===== config.mk =====
export PLATFORM = sky130hd
export DESIGN_NAME = gsm_frame_scheduler
export DESIGN_NICKNAME = d
export VERILOG_FILES = /design/src/rtl/gsm_frame_scheduler.sv
export SDC_FILE = /design/constraint.sdc
export NUM_CORES = 1
export LEC_CHECK = 0
export ABC_CLOCK_PERIOD_IN_PS = 1600
export BUFFER_PORTS_ARGS = -buffer_cell sky130_fd_sc_hd__buf_2
export CAP_MARGIN = 20
export CORE_UTILIZATION = 39
export CTS_CLUSTER_DIAMETER = 200
export CTS_CLUSTER_SIZE = 30
export DETAILED_ROUTE_END_ITERATION = 12
export GPL_ROUTABILITY_DRIVEN = 0
export PLACE_DENSITY = 0.77
export SYNTH_ARGS = -nofsm -noshare
export SYNTH_HDL_FRONTEND = slang
export SYNTH_SLANG_ARGS = --single-unit

===== constraint.sdc =====
create_clock -name ap_clk -period 1.6 [get_ports ap_clk]
set_input_delay 0.32 -clock ap_clk [delete_from_list [all_inputs] [get_ports ap_clk]]
set_output_delay 0.32 -clock ap_clk [all_outputs]
set_load 0.02 [all_outputs]

===== src/rtl/gsm_frame_scheduler.sv =====
// Ping-pong frame scheduler for the Gsm_LPC_Analysis core: fills two sample banks,
// runs the core on each full bank and arbitrates the shared RAM port1.
module gsm_frame_scheduler #(
  parameter int FRAME_LEN = 160,
  parameter int ADDR_W    = 8,
  parameter int DATA_W    = 16
) (
  input  logic              ap_clk,
  input  logic              ap_rst_n,
  input  logic              enable,
  input  logic              smp_valid,
  input  logic [DATA_W-1:0] smp_data,
  output logic              smp_ready,
  output logic              core_ap_start,
  input  logic              core_ap_ready,
  input  logic              core_ap_done,
  input  logic [ADDR_W-1:0] core_address0,
  input  logic              core_ce0,
  input  logic              core_we0,
  input  logic [DATA_W-1:0] core_d0,
  input  logic [ADDR_W-1:0] core_address1,
  input  logic              core_ce1,
  input  logic              core_we1,
  input  logic [DATA_W-1:0] core_d1,
  output logic [ADDR_W:0]   mem_address0,
  output logic              mem_ce0,
  output logic              mem_we0,
  output logic [DATA_W-1:0] mem_d0,
  output logic [ADDR_W:0]   mem_address1,
  output logic              mem_ce1,
  output logic              mem_we1,
  output logic [DATA_W-1:0] mem_d1,
  output logic              frame_done,
  output logic              frame_bank,
  output logic [15:0]       frame_count,
  output logic              busy
);

  typedef enum logic [1:0] {B_EMPTY, B_FILL, B_FULL, B_BUSY} bank_st_e;
  typedef enum logic [1:0] {S_IDLE, S_START, S_RUN, S_DONE} sched_st_e;

  localparam logic [ADDR_W-1:0] LAST_IDX = ADDR_W'(FRAME_LEN - 1);

  bank_st_e          bank_q [2];
  bank_st_e          bank_d [2];
  sched_st_e         state_q, state_d;
  logic              wr_bank_q, wr_bank_d;
  logic              rd_bank_q, rd_bank_d;
  logic [ADDR_W-1:0] wr_cnt_q, wr_cnt_d;
  logic              ld_ok_q, ld_ok_d;
  logic              start_q, start_d;
  logic              fdone_q, fdone_d;
  logic              fbank_q, fbank_d;
  logic [15:0]       fcount_q, fcount_d;
  logic              busy_q;
  logic              accept;
  logic              finish;

  // Bank availability is registered; the core_ce1 term must stay combinational so
  // a loader write can never collide with a core access on port1.
  assign smp_ready = ld_ok_q & ~core_ce1;
  assign accept    = smp_valid & smp_ready;

  always_comb begin
    // NOTE: every comb output gets a default first, so no path can infer a latch.
    bank_d    = bank_q;
    state_d   = state_q;
    wr_bank_d = wr_bank_q;
    rd_bank_d = rd_bank_q;
    wr_cnt_d  = wr_cnt_q;
    start_d   = start_q;
    fdone_d   = 1'b0;
    fbank_d   = fbank_q;
    fcount_d  = fcount_q;
    finish    = 1'b0;

    // Loader only touches an EMPTY/FILL bank, scheduler only a FULL/BUSY one.
    if (accept) begin
      if (wr_cnt_q == LAST_IDX) begin
        bank_d[wr_bank_q] = B_FULL;
        wr_cnt_d          = '0;
        wr_bank_d         = ~wr_bank_q;
      end else begin
        bank_d[wr_bank_q] = B_FILL;
        wr_cnt_d          = wr_cnt_q + ADDR_W'(1);
      end
    end

    unique case (state_q)
      S_IDLE: begin
        if (enable && bank_q[rd_bank_q] == B_FULL) begin
          state_d           = S_START;
          start_d           = 1'b1;
          bank_d[rd_bank_q] = B_BUSY;
        end
      end
      S_START: begin
        if (core_ap_ready) begin
          start_d = 1'b0;
          if (core_ap_done) finish = 1'b1;
          else              state_d = S_RUN;
        end
      end
      S_RUN: begin
        if (core_ap_done) finish = 1'b1;
      end
      S_DONE: begin
        bank_d[rd_bank_q] = B_EMPTY;
        rd_bank_d         = ~rd_bank_q;
        state_d           = S_IDLE;
      end
      default: state_d = S_IDLE;
    endcase

    if (finish) begin
      state_d  = S_DONE;
      fdone_d  = 1'b1;
      fbank_d  = rd_bank_q;
      fcount_d = fcount_q + 16'd1;
    end

    ld_ok_d = (bank_d[wr_bank_d] == B_EMPTY) || (bank_d[wr_bank_d] == B_FILL);
  end

  // NOTE: sequential state uses non-blocking assignments only, so every register
  // samples the pre-edge values regardless of statement order.
  always_ff @(posedge ap_clk or negedge ap_rst_n) begin
    if (!ap_rst_n) begin
      bank_q    <= '{default: B_EMPTY};
      state_q   <= S_IDLE;
      wr_bank_q <= 1'b0;
      rd_bank_q <= 1'b0;
      wr_cnt_q  <= '0;
      ld_ok_q   <= 1'b0;
      start_q   <= 1'b0;
      fdone_q   <= 1'b0;
      fbank_q   <= 1'b0;
      fcount_q  <= '0;
      busy_q    <= 1'b0;
    end else begin
      bank_q    <= bank_d;
      state_q   <= state_d;
      wr_bank_q <= wr_bank_d;
      rd_bank_q <= rd_bank_d;
      wr_cnt_q  <= wr_cnt_d;
      ld_ok_q   <= ld_ok_d;
      start_q   <= start_d;
      fdone_q   <= fdone_d;
      fbank_q   <= fbank_d;
      fcount_q  <= fcount_d;
      busy_q    <= (state_d != S_IDLE);
    end
  end

  assign core_ap_start = start_q;
  assign frame_done    = fdone_q;
  assign frame_bank    = fbank_q;
  assign frame_count   = fcount_q;
  assign busy          = busy_q;

  assign mem_address0 = {rd_bank_q, core_address0};
  assign mem_ce0      = core_ce0;
  assign mem_we0      = core_we0;
  assign mem_d0       = core_d0;

  // Core has fixed priority on port1.
  always_comb begin
    mem_address1 = '0;
    mem_ce1      = 1'b0;
    mem_we1      = 1'b0;
    mem_d1       = '0;
    if (core_ce1) begin
      mem_address1 = {rd_bank_q, core_address1};
      mem_ce1      = 1'b1;
      mem_we1      = core_we1;
      mem_d1       = core_d1;
    end else if (accept) begin
      mem_address1 = {wr_bank_q, wr_cnt_q};
      mem_ce1      = 1'b1;
      mem_we1      = 1'b1;
      mem_d1       = smp_data;
    end
  end

endmodule

==> qor.yml <==
ys_types: 45
drv_cap: 0
yosys.area_share.simple: 0.185
seq_area_frac_synth: 0.393
synth.cell_area_mm2: 0.00236
fin_crit_sh: 1.09
layout_setup_ws_ns: -0.143
cts_buffer_depth: 2
die_w_um: 79.7
fin_tns_setup_ns: -3.04
rsz0062_at_grt: "yes"
antenna_left: 0
grt_pass1_vias: 1966
synth_compound_area_frac: 0.156
die_area_mm2: 0.00636
core_area_mm2: 0.00568
synthArstFlopShare: 1.00
fin_skew_ns: 0.00777
synth_edf_count: 0
vias: 2077
cts_sinks: 37
ir_drop_v: 0.000432
grt_overflow: 0
first_iter_violations: 88
powerDensity_mw_per_mm2: 765
synth_fa_ha_area_frac: 0.0372
diodes: 0
drive_above_1_share: 0.510
slowest_delay_ns: 0.38
drc_errors: 0
drt-met1-wl_mm: 2.48
cts_tree: "yes"
dieHeight_um: 79.7
syn_to_final_growth_pct: 40.2
yosys_warnings: 0
port_buffers: 96
first_pass_iters: 4
grt_max_degree: 27
fillers: 464
pin_count: 149
synth_cells: 231
worstSetupEndpointType: "output port"
nets: 417
synth.mux.area_fraction: 0.0175
synth.top_cell.area_share: 0.393
grt_usage: 0.178
syn-mean-instance-area_um2: 10.2
finalCriticalPeriod_ns: 1.74
drv_slew: 0
post_drt_wl_per_cell_um: 14.2
wl_met3_um: 387
synthXorXnorAreaFrac: 0.0897
grt_pass1_wl_mm: 8.84
p_leak_nw: 1.78
synth_seq_cells: 37
drt_wl_total_mm: 5.80
cts.reportedPaths.clkPinSlew_ns: 0.08
synth-main-ff-cell: "dfrtp_1"
critical_path.max_fanout: 15
clock_latency_ns: 0.30
hpwl_mm: 4.06
critPathSlowestCell: "dfrtp_1"
worstSetupPathType: "reg -> out"
setup_viol: 30
max_slew_margin: 0.703
max_freq_mhz: 574
startpoint_type: "flop"
fin_cells: 409
crit_required_ns: 1.28
dp_cells: 386
status: "complete, but fails checks"
topRoutingLayerUsed: "met4"
hold_path.class: "in -> reg"
hold_viol_final: 0
route.met2.wl_mm: 2.87
synth_top_family_by_area: "simple AND/OR/NAND/NOR gates"
yosys.area.top_type: "dfrtp_1"
synthTopCellsByArea: "dfrtp_1 (39%), a22o_1 (9.3%), buf_4 (8.6%), xnor2_1 (4.8%), ha_1 (3.7%)"
cp.arrival_ns: 1.42
holdWs_ns: 0.395
worst_pin_slew_ns: 0.445
initial_core_util: 0.415
cts_max_level: 2
power_mw: 2.53
cts-root-buf: "clkbuf_8"
viasPerCell: 5.08
num_rows: 27
utilization: 0.582
violations: "negative setup slack"
antenna_found_initial: 0
numCtsBuffers: 5
path_cells: "and3b_2 > buf_8 > a22o_1 > buf_2"
synthesis.nets: 312
## state kept, by name, summed over array words and instances (netlist names)
| signal | flops |
|---|---|
| frame_count | 16 |
| wr_cnt_q | 8 |
| bank_q | 4 |
| state_q | 2 |
| busy | 1 |
| core_ap_start | 1 |
| frame_bank | 1 |
| frame_done | 1 |
| ld_ok_q | 1 |
| rd_bank_q | 1 |
| wr_bank_q | 1 |
## worst max-delay path, delay by kind of cell, from the launching register on
kind | cells | cell delay, ns
AO/OA/AOI/OAI | 1 | 0.19
buffers and inverters | 2 | 0.32
flip-flops | 1 | 0.38
AND/OR/NAND/NOR | 1 | 0.24
## kinds of logic (layout without fill, tap and decap cells)
| logic type | Yosys count | after routing |
|---|---|---|
| AO/OA/AOI/OAI | 46 | 46 |
| XOR/XNOR | 22 | 22 |
| adder cells (fa/ha/maj) | 7 | 7 |
| buffers and inverters | 44 | 150 |
| flip-flops | 37 | 37 |
| multiplexers | 4 | 4 |
| AND/OR/NAND/NOR | 71 | 71 |
## layout by cell type (no fill, tap or decap), types with 3 or more instances in the layout
cell type,synthesis,routed
o21ai_0,4,4
nand4_1,9,9
and3_1,8,7
ha_4,0,3
nor2b_1,3,3
dfrtp_1,37,36
xnor2_1,13,12
xor2_1,8,8
ha_1,7,3
nand2_1,20,18
clkbuf_8,0,5
nor2_1,6,5
nand3_1,8,4
a22o_1,25,25
a21oi_1,5,5
buf_6,2,12
mux2i_1,3,3
inv_1,6,3
nand3_2,0,4
nand2b_1,3,3
buf_2,4,92
buf_4,27,28
## stage by stage
step                      area [um^2]  worst slack (ns)
after floorplan                  2380           -0.0726
after global placement           2880           -0.0431
after detailed placement         2880           -0.0915
after CTS                        3130            -0.135
after global routing             3300            -0.181
final                            3300            -0.143
## cell type report
| cell class | instances | area, um^2 | area share |
|---|---|---|---|
| inverters | 6 | 25.0 | 0.00757 |
| well taps | 72 | 90.1 | 0.0273 |
| flip-flops and latches | 37 | 927 | 0.281 |
| clock buffers | 5 | 68.8 | 0.0208 |
| clock inverters | 3 | 68.8 | 0.0208 |
| multi-input cells | 150 | 1260 | 0.381 |
| repair buffers | 136 | 866 | 0.262 |
## where the power goes
group	total (mW)	internal [mW]	switching (mW)	leakage [nW]
logic	0.517	0.249	0.268	1.22
clock network	0.991	0.628	0.364	0.0687
registers	1.02	0.988	0.0324	0.493
## cell usage after synthesis, drive strengths merged (4+ instances only)
| cell type | count |
|---|---|
| inv | 6 |
| nand2 | 21 |
| xor2 | 8 |
| nand3 | 8 |
| o21ai | 4 |
| a22o | 25 |
| nand4 | 9 |
| ha | 7 |
| nor2 | 6 |
| a21oi | 6 |
| and3 | 8 |
| buf | 33 |
| clkbuf | 5 |
| xnor2 | 14 |
| dfrtp | 37 |
## worst paths after layout
kind / startpoint / end / slack [ns] / depth (start not counted)
min in group asynchronous: ap_rst_n / frame_count[11] / 0.51 / 2
max reg2reg: state_q[0] / ld_ok_q / -0.05 / 6
max in group asynchronous: ap_rst_n / bank_q[0] / 0.63 / 3
min reg2reg: frame_count[15] / frame_count[15] / 0.47 / 1
max: ld_ok_q / mem_address1[1] / -0.14 / 4
min: enable / bank_q[0] / 0.40 / 3
## layer usage
metal | track usage | vias to the layer above
li1 | - | 1012
met1 | 0.212 | 979
met2 | 0.314 | 75
met3 | 0.0526 | 11
met4 | 0.0393 | 0
met5 | 0 | -
## timing repair
item / CTS / global route
buffers inserted: 7 / 8
endpoints found under the setup margin: 35 / 44
hold buffers: 1 / 0
hold endpoints to repair: 18 / 0
pin swaps: 7 / 15
gates resized for setup: 12 / 31
Note: power is estimated with default switching activity, not from simulation.
